<file path="src/rtl/alu_cmd_driver_pkg.sv">
// Shared widths, opcodes and FSM encoding for the ALU command driver.
package alu_cmd_driver_pkg;

  localparam int WORD_WIDTH    = 16;
  localparam int ALUOP_WIDTH   = 3;
  localparam int ALU_TAG_WIDTH = 4;

  localparam int ALUOP_ADD = 1;
  localparam int ALUOP_SUB = 2;
  localparam int ALUOP_AND = 3;
  localparam int ALUOP_OR  = 4;
  localparam int ALUOP_XOR = 5;

  typedef enum logic [1:0] {
    S_IDLE,
    S_ISSUE,
    S_CAPTURE,
    S_HOLD
  } state_t;

endpackage

</file>
<file path="src/rtl/alu.sv">
// Combinational ALU: ans = f(x, y, op), result truncated to the word width.
module alu
  import alu_cmd_driver_pkg::*;
#(
  parameter int W   = WORD_WIDTH,
  parameter int OPW = ALUOP_WIDTH
) (
  input  logic [W-1:0]   x,
  input  logic [W-1:0]   y,
  input  logic [OPW-1:0] op,
  output logic [W-1:0]   ans
);

  always_comb begin
    ans = '0;
    case (op)
      OPW'(ALUOP_ADD): ans = x + y;
      OPW'(ALUOP_SUB): ans = x - y;
      OPW'(ALUOP_AND): ans = x & y;
      OPW'(ALUOP_OR):  ans = x | y;
      OPW'(ALUOP_XOR): ans = x ^ y;
      default:         ans = '0;
    endcase
  end

endmodule

</file>
<file path="src/rtl/alu_cmd_driver_cmd_fifo.sv">
// Synchronous FIFO; pointers carry one extra MSB to tell full from empty.
module cmd_fifo #(
  parameter int WIDTH = 8,
  parameter int DEPTH = 4
) (
  input  logic             clk,
  input  logic             rst,
  input  logic             push,
  input  logic             pop,
  input  logic [WIDTH-1:0] din,
  output logic [WIDTH-1:0] dout,
  output logic             full,
  output logic             empty
);

  localparam int AW = $clog2(DEPTH);

  logic [WIDTH-1:0] mem [DEPTH];
  logic [AW:0]      wptr;
  logic [AW:0]      rptr;
  logic             do_push;
  logic             do_pop;

  assign empty   = (wptr == rptr);
  assign full    = (wptr[AW] != rptr[AW]) &&
                   (wptr[AW-1:0] == rptr[AW-1:0]);
  assign do_push = push && !full;
  assign do_pop  = pop && !empty;
  assign dout    = mem[rptr[AW-1:0]];

  always_ff @(posedge clk) begin
    if (rst) begin
      wptr <= '0;
      rptr <= '0;
    end else begin
      if (do_push) wptr <= wptr + 1'b1;
      if (do_pop)  rptr <= rptr + 1'b1;
    end
  end

  always_ff @(posedge clk) begin
    if (do_push) mem[wptr[AW-1:0]] <= din;
  end

endmodule

</file>
<file path="src/rtl/alu_cmd_driver.sv">
// Queues tagged ALU commands, issues them one at a time to the alu and
// returns {tag, result} on a valid/ready port.
module alu_cmd_driver
  import alu_cmd_driver_pkg::*;
#(
  parameter int WORD_WIDTH  = alu_cmd_driver_pkg::WORD_WIDTH,
  parameter int ALUOP_WIDTH = alu_cmd_driver_pkg::ALUOP_WIDTH,
  parameter int TAG_WIDTH   = 4,
  parameter int FIFO_DEPTH  = 4,
  parameter int CNT_WIDTH   = 16
) (
  input  logic                   clk,
  input  logic                   rst,
  input  logic                   cmd_valid,
  output logic                   cmd_ready,
  input  logic [TAG_WIDTH-1:0]   cmd_tag,
  input  logic [WORD_WIDTH-1:0]  cmd_x,
  input  logic [WORD_WIDTH-1:0]  cmd_y,
  input  logic [ALUOP_WIDTH-1:0] cmd_op,
  output logic                   res_valid,
  input  logic                   res_ready,
  output logic [TAG_WIDTH-1:0]   res_tag,
  output logic [WORD_WIDTH-1:0]  res_data,
  output logic                   busy,
  output logic [CNT_WIDTH-1:0]   done_cnt
);

  localparam int CW = TAG_WIDTH + 2 * WORD_WIDTH + ALUOP_WIDTH;

  state_t                 state;
  state_t                 state_n;
  logic [WORD_WIDTH-1:0]  x_q;
  logic [WORD_WIDTH-1:0]  y_q;
  logic [ALUOP_WIDTH-1:0] op_q;
  logic [TAG_WIDTH-1:0]   tag_q;
  logic [WORD_WIDTH-1:0]  ans;
  logic [CW-1:0]          head;
  logic                   full;
  logic                   empty;
  logic                   pop;
  logic                   load;
  logic                   cap;
  logic                   acc;

  // Ready depends only on stored state and reset, never on cmd_valid.
  assign cmd_ready = !full && !rst;
  assign busy      = (state != S_IDLE) || !empty;

  cmd_fifo #(
    .WIDTH (CW),
    .DEPTH (FIFO_DEPTH)
  ) u_fifo (
    .clk   (clk),
    .rst   (rst),
    .push  (cmd_valid && cmd_ready),
    .pop   (pop),
    .din   ({cmd_tag, cmd_x, cmd_y, cmd_op}),
    .dout  (head),
    .full  (full),
    .empty (empty)
  );

  alu #(
    .W   (WORD_WIDTH),
    .OPW (ALUOP_WIDTH)
  ) u_alu (
    .x   (x_q),
    .y   (y_q),
    .op  (op_q),
    .ans (ans)
  );

  always_comb begin
    state_n = state;
    pop     = 1'b0;
    load    = 1'b0;
    cap     = 1'b0;
    acc     = 1'b0;
    unique case (state)
      S_IDLE: begin
        if (!empty) begin
          pop     = 1'b1;
          load    = 1'b1;
          state_n = S_ISSUE;
        end
      end
      S_ISSUE: state_n = S_CAPTURE;
      S_CAPTURE: begin
        cap     = 1'b1;
        state_n = S_HOLD;
      end
      S_HOLD: begin
        if (res_valid && res_ready) begin
          acc = 1'b1;
          // Chain straight into the next command when one is waiting.
          if (!empty) begin
            pop     = 1'b1;
            load    = 1'b1;
            state_n = S_ISSUE;
          end else begin
            state_n = S_IDLE;
          end
        end
      end
      default: state_n = S_IDLE;
    endcase
  end

  always_ff @(posedge clk) begin
    if (rst) begin
      state     <= S_IDLE;
      x_q       <= '0;
      y_q       <= '0;
      op_q      <= '0;
      tag_q     <= '0;
      res_valid <= 1'b0;
      res_tag   <= '0;
      res_data  <= '0;
      done_cnt  <= '0;
    end else begin
      state <= state_n;
      if (load) {tag_q, x_q, y_q, op_q} <= head;
      if (cap) begin
        res_data  <= ans;
        res_tag   <= tag_q;
        res_valid <= 1'b1;
      end else if (acc) begin
        res_valid <= 1'b0;
      end
      if (acc) done_cnt <= done_cnt + CNT_WIDTH'(1);
    end
  end

endmodule

</file>
<file path="config.mk">
export PLATFORM = sky130hd
export DESIGN_NAME = alu_cmd_driver
export DESIGN_NICKNAME = d
export VERILOG_FILES = /design/src/rtl/alu_cmd_driver_pkg.sv /design/src/rtl/alu.sv /design/src/rtl/alu_cmd_driver_cmd_fifo.sv /design/src/rtl/alu_cmd_driver.sv
export SDC_FILE = /design/constraint.sdc
export NUM_CORES = 1
export LEC_CHECK = 0
export BUFFER_PORTS_ARGS = -buffer_cell sky130_fd_sc_hd__buf_2
export CAP_MARGIN = 5
export CORE_MARGIN = 2
export CORE_UTILIZATION = 45
export DETAILED_ROUTE_END_ITERATION = 12
export GPL_TIMING_DRIVEN = 0
export PLACE_DENSITY = 0.62
export SKIP_CTS_REPAIR_TIMING = 1
export SLEW_MARGIN = 20
export SYNTH_ARGS = -nofsm -noshare
export SYNTH_HDL_FRONTEND = slang
export SYNTH_HIERARCHICAL = 1
export SYNTH_SLANG_ARGS = --single-unit
</file>
<file path="constraint.sdc">
create_clock -name clk -period 8 [get_ports clk]
set_clock_uncertainty 0.2 [all_clocks]
set_input_delay 0.4 -clock clk [delete_from_list [all_inputs] [get_ports clk]]
set_output_delay 0.4 -clock clk [all_outputs]
set_load 0.01 [all_outputs]
</file>
==> results.txt, run 1 <==
Result of the run -> finished clean
Part of the power in combinational logic -> 43.3%
Worst-Skew Late Latency -> 540 ps
Overall via count from detail_route -> 7539
Share of final-layout standard cells stronger than drive strength 1 -> 18.9%
Antenna cells -> 0
Horiz. Die Dim -> 162 µm
Kind of start point of the critical path -> flop
Number of cells after detailed placement -> 1328
Antenna violations before repair -> 0
Post-layout instance count excluding filler cells -> 1415
Fraction of synthesis flops using an asynchronous set or reset pin -> 0%
First-pass GRT wire length -> 38500 µm
Final setup violating endpoints -> 0
Number of iterations in the first detailed-routing pass -> 5
Hold WC Path Type -> input port to flop
Slowest CP cell -> sky130_fd_sc_hd__clkbuf_1
Clock-pin slew reported for the worst setup and hold paths after clock tree synthesis -> 60 ps
Count of final max-slew check failures -> 0
Core Rows -> 57
Buf/Inv on CP -> 2
Sequential share of the synthesized area -> 56.7%
Total length of routed wires -> 25100 µm
Commonest cells after routing, fill and taps aside -> sky130_fd_sc_hd__edfxtp_1 (156), sky130_fd_sc_hd__nand2_1 (120), sky130_fd_sc_hd__buf_2 (93)
Detail Route Antenna Nets -> 0
Vertical die dimension -> 162 µm
Peak supply drop -> 0.000333 V
Net load switching power -> 1.82 mW
Share of total power in the clock network -> 25.1%
Total internal power -> 3.08 mW
Max Cap Violations -> 0
Cell chosen for the clock root -> sky130_fd_sc_hd__clkbuf_16
Via count of the first global-routing pass -> 6939
Effective utilization at floorplan -> 46.2%
Arrival time worst endpoint -> 4120 ps
Commonest non-fill, non-tap cell in the layout -> sky130_fd_sc_hd__edfxtp_1
Floorplan Core Area -> 24500 µm²
Average instance area after synthesis -> 12.3 µm²
Number of buffers on the longest clock path -> 3
Kind of critical path -> flop to flop
Ratio of final minimum period to clock period -> 48.8%
Maximum achievable frequency -> 256 MHz
Top-area cell type share of the netlist area -> 41.5%
Pwr dens -> 362 nW/µm²
All-Layer GR Usage -> 18.7%
Final estimated routing congestion in global placement -> 0.836
Total met3 wirelength after detailed routing -> 920 µm
Top routing layer used -> met4
Cell Area, Synth -> 11300 µm²
Number of instances in the synthesized netlist -> 919
Required @ worst endpoint -> 8220 ps
Routed length on met2 -> 11800 µm
Overall overflow remaining after global route -> 0
Routed metal-1 wirelength -> 11900 µm
Share of power burned in registers -> 31.7%
Floorplan die area -> 26400 µm²
Number of buffers inserted during clock tree synthesis -> 26
Delay of the slowest cell on the worst path -> 420 ps
Shortest period the worst path allows -> 3910 ps
Crit. End Element -> flop
Biggest area consumer among synthesized cells -> sky130_fd_sc_hd__edfxtp_1
Count of unique library cells instantiated by Yosys -> 72
Cell with the most instances on the worst path -> sky130_fd_sc_hd__nor2_1
Dominant register cell in the synthesized netlist -> sky130_fd_sc_hd__edfxtp_1
Signed area change from the synthesized netlist to the final layout -> 19.7%
Total I/O pin count -> 82
Leading post-synthesis cells by cell area -> sky130_fd_sc_hd__edfxtp_1 (41%), sky130_fd_sc_hd__dfxtp_1 (15%), sky130_fd_sc_hd__mux4_2 (7.8%)
Cells along the critical path -> buf_2, nand2b_1, nor2_1, clkbuf_1, nor2_1, xnor2_1, ha_1, nor2b_1, o31a_1, o211a_1, a211oi_1, mux2i_1, nand2_1, mux2i_1, nor2_1
Clock tree from TritonCTS -> yes
FILL cells -> 2068
Synth warn -> 6
Placed wire-length estimate after detailed placement -> 17800 µm
Synth Register Bits -> 242
Transition time at the pin with the least slew margin -> 750 ps
Residual DRC count -> 0
Clk sinks -> 242
Nets in the synthesized netlist -> 1021
Number of port buffers -> 80
Net count, final -> 1174
Pin count of the biggest net entering global routing -> 25
Count of flip-flops with a built-in enable after synthesis -> 156
Sw Share -> 37.2%
Cell class contributing the biggest share of worst-path delay -> simple AND/OR/NAND/NOR gates
Routed len/inst -> 17.7 µm
Depth of the CTS H-tree -> 1
Setup TNS Final -> 0 ps
Number of design-rule violations left by the first detailed-router iteration -> 457
Number of hold violations in the final report -> 0
CP max FO -> 10
Relative slew margins -> 49.7%
RSZ-0062 raised after global routing -> no
LEAKAGE -> 4.85 nW
Number of vias per cell after detailed routing -> 5.33
## cells in the mapped netlist (18+ instances only)
master / count
sky130_fd_sc_hd__mux2i_1: 26
sky130_fd_sc_hd__edfxtp_1: 156
sky130_fd_sc_hd__a21oi_1: 63
sky130_fd_sc_hd__nand2_1: 120
sky130_fd_sc_hd__nor2_1: 52
sky130_fd_sc_hd__xnor2_1: 28
sky130_fd_sc_hd__dfxtp_1: 86
sky130_fd_sc_hd__inv_1: 46
sky130_fd_sc_hd__clkbuf_1: 18
sky130_fd_sc_hd__ha_1: 58
sky130_fd_sc_hd__o21ai_0: 29
sky130_fd_sc_hd__mux4_2: 39
## per-stage QoR
stage                     power (mW)  hold slack (ps)  utilization (%)  setup slack, ps  cell area, µm²
after detailed placement        3.67              253             50.0             4100           12200
after global routing            5.23             21.2             55.3             3870           13500
after global placement          3.65              244             49.5             2240           12100
final                           4.90             7.64             55.3             4090           13500
after floorplan                 3.20              233                -             3940           11300
after CTS                       4.91             -158             53.6             4100           13100
## state kept, by name (all words and copies together) (netlist names), 3 cells and up, named ones only
name / flops
y_q: 16
u_fifo/mem: 156
done_cnt: 16
u_fifo/rptr: 3
tag_q: 4
u_fifo/wptr: 3
res_tag: 4
res_data: 16
x_q: 16
op_q: 3
## worst register-to-register path, stage by stage (launching register included)
cell	delay (ps)
sky130_fd_sc_hd__dfxtp_1	310
sky130_fd_sc_hd__buf_2	180
sky130_fd_sc_hd__nand2b_1	210
sky130_fd_sc_hd__nor2_1	360
sky130_fd_sc_hd__clkbuf_1	420
sky130_fd_sc_hd__nor2_1	100
sky130_fd_sc_hd__xnor2_1	150
sky130_fd_sc_hd__ha_1	340
sky130_fd_sc_hd__nor2b_1	160
sky130_fd_sc_hd__o31a_1	320
sky130_fd_sc_hd__o211a_1	250
sky130_fd_sc_hd__a211oi_1	310
sky130_fd_sc_hd__mux2i_1	220
sky130_fd_sc_hd__nand2_1	70
sky130_fd_sc_hd__mux2i_1	130
sky130_fd_sc_hd__nor2_1	50
## power groups by stage
stage          combinational, mW  clock (mW)  sequential [mW]
2_1_floorplan               1.66           0             1.54
3_3_place_gp                2.07           0             1.58
3_5_place_dp                2.09           0             1.58
4_1_cts                     2.10        1.26             1.55
5_1_grt                     2.37        1.30             1.56
6_report                    2.12        1.23             1.55
## per-layer routing
layer	vias up	track usage, %
met3	36	2.75
met4	0	4.63
met1	3643	26.9
met5	-	0
met2	162	30.1
li1	3698	-
## final cells by class
type	count	area, µm²	share of cell area [%]
flip-flops and latches	242	6410	47.4
multi-input cells	589	4510	33.4
repair buffers	125	916	6.77
clock buffers	35	724	5.36
well taps	324	405	3.00
plain buffers	41	221	1.64
inverters	47	176	1.30
clock inverters	12	164	1.21
## path summary, 6_finish.rpt
kind	startpoint	end	slack (ps)	depth (start not counted)
setup / recovery	op_q[0]	res_data[14]	4090	15
setup reg to reg	op_q[0]	res_data[14]	4090	15
hold / removal	res_ready	res_valid	8	4
hold reg to reg	op_q[0]	op_q[0]	260	2
## cell families after synthesis
family	Yosys count	synth area share, %
compound gates	172	9.44
xor+xnor	39	3.02
fa+ha+maj	59	6.60
buf+inv	88	3.52
flops	242	56.7
mux	65	10.1
simple gates	254	10.6
(Power assumes the default switching activity.)
==> run 2, diff against run 1 <==
==> constraint.sdc (replaced) <==
create_clock -name clk -period 4 [get_ports clk]
set_clock_uncertainty 0.2 [all_clocks]
set_input_delay 0.2 -clock clk [delete_from_list [all_inputs] [get_ports clk]]
set_output_delay 0.2 -clock clk [all_outputs]
set_load 0.01 [all_outputs]
==> results.txt, run 2 (synthesis gave the netlist of run 1 again) <==
Commonest non-fill, non-tap cell in the layout -> sky130_fd_sc_hd__edfxtp_1
Total internal power -> 6.13 mW (+99%)
Kind of critical path -> flop to flop
RSZ-0062 raised after global routing -> no
Reg2reg start -> op_q[1]
Setup slack on the worst flop-to-flop path -> 330 ps (-3760 ps)
Maximum achievable frequency -> 272 MHz (+6.4%)
Area of all placed cells without fillers -> 13500 µm² (+0.11%)
Floorplan die area -> 26400 µm² (unchanged)
Floorplan Core Area -> 24500 µm² (unchanged)
Horiz. Die Dim -> 162 µm (unchanged)
Effective utilization at floorplan -> 46.2% (unchanged)
Total I/O pin count -> 82 (unchanged)
Required @ worst endpoint -> 4280 ps (-3940 ps)
Antenna violations before repair -> 0 (unchanged)
All-Layer GR Usage -> 18.7% (-0.056 points)
Setup TNS Final -> 0 ps (unchanged)
CP max FO -> 10 (unchanged)
Final setup violating endpoints -> 0 (unchanged)
Final hold slack -> -13.3 ps (-20.9 ps)
Number of buffers on the longest clock path -> 3 (unchanged)
Clock tree from TritonCTS -> yes
Pin count of the biggest net entering global routing -> 26 (+4.0%)
Number of cell instances on the worst register-to-register path -> 13 (-2)
Clk sinks -> 242 (unchanged)
First-pass GRT wire length -> 38600 µm (+0.14%)
Transition time at the pin with the least slew margin -> 748 ps (-1.43 ps)
Number of iterations in the first detailed-routing pass -> 5 (unchanged)
Part of the power in combinational logic -> 43.5% (+0.2 points)
Peak supply drop -> 0.000473 V (+42%)
Placed wire-length estimate after detailed placement -> 17900 µm (+0.66%)
Total placed instance area -> 12200 µm² (about the same)
Number of design-rule violations left by the first detailed-router iteration -> 435 (-4.8%)
Share of final-layout standard cells stronger than drive strength 1 -> 18.9% (+0.057 points)
Share of power burned in registers -> 31.9% (+0.2 points)
Cell depth of the worst min-delay path -> 4 (unchanged)
Total length of routed wires -> 24700 µm (-1.3%)
Core Rows -> 57 (unchanged)
Net count, final -> 1175 (+0.085%)
Overall overflow remaining after global route -> 0 (unchanged)
Signed area change from the synthesized netlist to the final layout -> 19.9%
Cell chosen for the clock root -> sky130_fd_sc_hd__clkbuf_16
Max Cap Violations -> 0 (unchanged)
Ratio of final minimum period to clock period -> 91.8% (+43 points)
Overall power after layout -> 9.77 mW (+100%)
Worst-Skew Late Latency -> 540 ps (about the same)
Number of vias per cell after detailed routing -> 5.27 (-1.1%)
Sw Share -> 37.3% (+0.097 points)
Sink of the worst hold path -> u_fifo/wptr[1]
Count of final max-slew check failures -> 0 (unchanged)
Number of port buffers -> 80 (unchanged)
Shortest period the worst path allows -> 3670 ps (-236 ps)
Final estimated routing congestion in global placement -> 0.841 (+0.56%)
Clock-pin slew reported for the worst setup and hold paths after clock tree synthesis -> 60 ps (about the same)
Result of the run -> finished with violations
Antenna cells -> 0 (unchanged)
Start point of the worst hold path -> cmd_valid
LEAKAGE -> 4.86 nW (about the same)
Residual DRC count -> 0 (unchanged)
Number of hold violations in the final report -> 1 (+1)
Via count of the first global-routing pass -> 7113 (+2.5%)
Hold WC Path Type -> input port to flop
Vertical die dimension -> 162 µm (unchanged)
Number of cells after detailed placement -> 1328 (unchanged)
Violations in the final reports -> hold timing
Arrival time worst endpoint -> 3950 ps (-170 ps)
Net load switching power -> 3.64 mW (+100%)
Number of flip-flops in the largest register -> 156 (unchanged)
Worst r2r dst -> res_data[13]
Commonest cells after routing, fill and taps aside -> sky130_fd_sc_hd__edfxtp_1 (156), sky130_fd_sc_hd__nand2_1 (120), sky130_fd_sc_hd__buf_2 (93)
Detail Route Antenna Nets -> 0 (unchanged)
Overall via count from detail_route -> 7463 (-1.0%)
Post-layout instance count excluding filler cells -> 1417 (+0.14%)
Number of buffers inserted during clock tree synthesis -> 26 (unchanged)
Depth of the CTS H-tree -> 1 (unchanged)
Share of total power in the clock network -> 24.6% (-0.5 points)
Routed len/inst -> 17.5 µm (-1.4%)
Pwr dens -> 722 nW/µm² (+99%)
Relative slew margins -> 49.8% (+0.096 points)
Kind of start point of the critical path -> flop
Crit. End Element -> flop
-- run 2: power groups by stage --
stage               logic, mW  clock network [mW]  registers [mW]
global placement         4.14                   0            3.16
CTS                      4.20                2.46            3.11
floorplan                3.32                   0            3.08
finish                   4.25                2.41            3.12
global route             4.77                2.56            3.14
detailed placement       4.16                   0            3.16
-- run 2: final cells by class --
type | instances | area [µm²]
Timing Repair Buffer | 126 | 933
Fill cell | 2078 | 10900
Clock inverter | 10 | 126
Tap cell | 324 | 405
Clock buffer | 38 | 756
Buffer | 41 | 223
Multi-Input combinational cell | 589 | 4510
Inverter | 47 | 176
Sequential cell | 242 | 6410
-- run 2: per-layer routing --
metal  GRT usage (%)  share of wire (%)  vias to the layer above
met5               0                  0                        -
met4            4.83                2.1                        0
met3            3.46                4.7                       35
met2            29.9                 46                      167
met1            26.4                 47                     3573
li1                -                  -                     3688
-- run 2: through the flow --
| stage | worst slack [ps] | utilization, % |
|---|---|---|
| global route | 40.1 | 55.3 |
| CTS | 101 | 53.7 |
| floorplan | 718 | - |
| finish | 329 | 55.3 |
| global placement | -252 | 49.5 |
| detailed placement | 108 | 50.0 |
-- run 2: critical path: stages (launching register included) --
cell                        delay, ps
sky130_fd_sc_hd__dfxtp_1          540
sky130_fd_sc_hd__nand2b_1         190
sky130_fd_sc_hd__nor2_2           250
sky130_fd_sc_hd__clkbuf_2         290
sky130_fd_sc_hd__nor2_1           100
sky130_fd_sc_hd__xnor2_1          140
sky130_fd_sc_hd__ha_1             370
sky130_fd_sc_hd__o2111ai_1        260
sky130_fd_sc_hd__a211oi_2         410
sky130_fd_sc_hd__nor3_1           120
sky130_fd_sc_hd__or4_1            480
sky130_fd_sc_hd__nand3_1          110
sky130_fd_sc_hd__mux2i_1           80
sky130_fd_sc_hd__nor2_1            90
-- run 2: worst max-delay path by stage --
stage              startpoint           endpoint  slack [ps]
5_1_grt               op_q[1]       res_data[15]          40
3_3_place_gp   u_fifo/wptr[0]  u_fifo/mem[3][22]        -250
4_1_cts               op_q[1]       res_data[13]         100
6_report              op_q[1]       res_data[13]         330
3_5_place_dp          op_q[1]       res_data[14]         110
2_1_floorplan         op_q[0]       res_data[14]         720
==> run 3, diff against run 2 <==
--- a/config.mk
+++ b/config.mk
@@ -11,7 +11,9 @@
 export CORE_UTILIZATION = 45
 export DETAILED_ROUTE_END_ITERATION = 12
 export GPL_TIMING_DRIVEN = 0
+export HOLD_SLACK_MARGIN = 0.06
 export PLACE_DENSITY = 0.62
+export REMOVE_ABC_BUFFERS = 1
 export SKIP_CTS_REPAIR_TIMING = 1
 export SLEW_MARGIN = 20
 export SYNTH_ARGS = -nofsm -noshare
==> results.txt, run 3 (synthesis gave the netlist of run 1 again) <==
Result of the run -> finished clean
Detail Route Antenna Nets -> 0 (unchanged)
Number of buffers on the longest clock path -> 3 (unchanged)
Final design utilization -> 55.2% (-0.17 points)
Clk sinks -> 242 (unchanged)
Shortest period the worst path allows -> 3610 ps (-60.4 ps)
Routed len/inst -> 16.7 µm (-4.3%)
Kind of start point of the critical path -> flop
CP max FO -> 6 (-4)
Kind of critical path -> flop to flop
Relative slew margins -> 33.8% (-16 points)
Net load switching power -> 3.56 mW (-2.1%)
Number of port buffers -> 81 (+1.3%)
Core Rows -> 57 (unchanged)
Horiz. Die Dim -> 162 µm (unchanged)
Signed area change from the synthesized netlist to the final layout -> 19.5%
Hold WC Path Type -> input port to flop
Placed wire-length estimate after detailed placement -> 15500 µm (-13%)
Overall via count from detail_route -> 7332 (-1.8%)
Total placed instance area -> 12100 µm² (-0.78%)
Net count, final -> 1141 (-2.9%)
Arrival time worst endpoint -> 3840 ps (-110 ps)
Vertical die dimension -> 162 µm (unchanged)
Number of vias per cell after detailed routing -> 5.30 (+0.66%)
Floorplan die area -> 26400 µm² (unchanged)
Antenna cells -> 0 (unchanged)
Required @ worst endpoint -> 4230 ps (-50 ps)
Number of flip-flops in the largest register -> 156 (unchanged)
Setup TNS Final -> 0 ps (unchanged)
Part of the power in combinational logic -> 42.0% (-1.5 points)
Share of power burned in registers -> 32.3% (+0.4 points)
Total I/O pin count -> 82 (unchanged)
Commonest cells after routing, fill and taps aside -> sky130_fd_sc_hd__edfxtp_1 (156), sky130_fd_sc_hd__nand2_1 (120), sky130_fd_sc_hd__dfxtp_1 (83)
Final estimated routing congestion in global placement -> 0.840 (-0.18%)
All-Layer GR Usage -> 17.8% (-0.86 points)
Final setup violating endpoints -> 0 (unchanged)
Crit. End Element -> flop
Number of hold violations in the final report -> 0 (-1)
Count of final max-slew check failures -> 0 (unchanged)
Clock tree from TritonCTS -> yes
Number of design-rule violations left by the first detailed-router iteration -> 440 (+1.1%)
Maximum achievable frequency -> 277 MHz (+1.7%)
Floorplan Core Area -> 24500 µm² (unchanged)
Sw Share -> 36.4% (-0.82 points)
RSZ-0062 raised after global routing -> no
Number of iterations in the first detailed-routing pass -> 5 (unchanged)
Share of final-layout standard cells stronger than drive strength 1 -> 18.4% (-0.53 points)
Via count of the first global-routing pass -> 7034 (-1.1%)
Total internal power -> 6.22 mW (+1.4%)
Depth of the CTS H-tree -> 1 (unchanged)
Overall power after layout -> 9.78 mW (about the same)
Area of all placed cells without fillers -> 13500 µm² (-0.31%)
Antenna violations before repair -> 0 (unchanged)
Residual DRC count -> 0 (unchanged)
Number of buffers inserted during clock tree synthesis -> 26 (unchanged)
LEAKAGE -> 4.78 nW (-1.6%)
Share of total power in the clock network -> 25.8% (+1.2 points)
Effective utilization at floorplan -> 46.2% (unchanged)
Peak supply drop -> 0.000307 V (-35%)
Overall overflow remaining after global route -> 0 (unchanged)
Cell chosen for the clock root -> sky130_fd_sc_hd__clkbuf_16
Pin count of the biggest net entering global routing -> 66 (+150%)
Post-layout instance count excluding filler cells -> 1383 (-2.4%)
Transition time at the pin with the least slew margin -> 989 ps (+241 ps)
Commonest non-fill, non-tap cell in the layout -> sky130_fd_sc_hd__edfxtp_1
Worst-Skew Late Latency -> 550 ps (about the same)
First-pass GRT wire length -> 37700 µm (-2.4%)
Ratio of final minimum period to clock period -> 90.3% (-1.5 points)
Max Cap Violations -> 0 (unchanged)
Clock-pin slew reported for the worst setup and hold paths after clock tree synthesis -> 60 ps (about the same)
Pwr dens -> 724 nW/µm² (+0.39%)
Number of cells after detailed placement -> 1293 (-2.6%)
Total length of routed wires -> 23100 µm (-6.6%)
[run 3: cell count changes in the layout (fill, tap and decap cells not counted), moves of 2 or more]
cell                        previous run  this run
sky130_fd_sc_hd__clkbuf_1             23         9
sky130_fd_sc_hd__buf_2                93        80
sky130_fd_sc_hd__clkbuf_8              7         1
sky130_fd_sc_hd__buf_12                2         6
sky130_fd_sc_hd__buf_6                 4         0
sky130_fd_sc_hd__dfxtp_1              86        83
sky130_fd_sc_hd__buf_1                 2         0
sky130_fd_sc_hd__bufinv_16             2         4
sky130_fd_sc_hd__clkinv_2              5         3
sky130_fd_sc_hd__dfxtp_4               0         2
[run 3: power groups by stage]
stage	Sequential [mW]	Clock, mW	Combinational, mW
after floorplan	3.13	0	3.18
after global placement	3.22	0	3.94
after detailed placement	3.21	0	4.05
after CTS	3.15	2.58	4.08
after global routing	3.19	2.68	4.66
final	3.16	2.52	4.10
[run 3: final timing paths]
check                 from                end  slack [ps]  cells after the start
hold reg to reg   tag_q[2]           tag_q[2]         260                      2
setup / recovery    y_q[3]       res_data[15]         390                     14
hold / removal    cmd_x[0]  u_fifo/mem[2][19]         200                      2
setup reg to reg    y_q[3]       res_data[15]         390                     14
[run 3: metrics by stage]
| step | setup WS (ps) | hold WS, ps |
|---|---|---|
| after floorplan | -62.8 | 69.1 |
| after global placement | -1830 | 216 |
| after detailed placement | 11.0 | 218 |
| after CTS | -14.4 | -354 |
| after global routing | 53.1 | 195 |
| final | 390 | 205 |
[run 3: final cells by class]
cell class              instances  area [µm²]
flip-flops and latches        242        6410
fillers                      2094       11000
repair buffers                133        1060
well taps                     324         405
multi-input cells             589        4520
inverters                      47         176
clock inverters                11         196
clock buffers                  37         723
[run 3: critical path, cell delays in order, from the launching register on]
cell and delay (ps):
sky130_fd_sc_hd__dfxtp_1 390, sky130_fd_sc_hd__or3_4 430, sky130_fd_sc_hd__nand3b_1 210, sky130_fd_sc_hd__nor2_1 270
sky130_fd_sc_hd__a41oi_1 180, sky130_fd_sc_hd__xnor2_1 160, sky130_fd_sc_hd__ha_1 250, sky130_fd_sc_hd__or3_1 370
sky130_fd_sc_hd__a2111oi_0 410, sky130_fd_sc_hd__a211oi_1 80, sky130_fd_sc_hd__o21ai_1 120, sky130_fd_sc_hd__xnor2_1 140
sky130_fd_sc_hd__o21ai_1 80, sky130_fd_sc_hd__mux2i_1 150, sky130_fd_sc_hd__nor2_1 60
[run 3: routing by layer]
metal | routed length, µm | global-route usage (%) | vias to the layer above
met5 | 0 | 0 | -
met4 | 506 | 4.87 | 0
met3 | 1130 | 2.90 | 35
met2 | 10500 | 27.9 | 153
met1 | 11000 | 25.9 | 3523
li1 | - | - | 3621
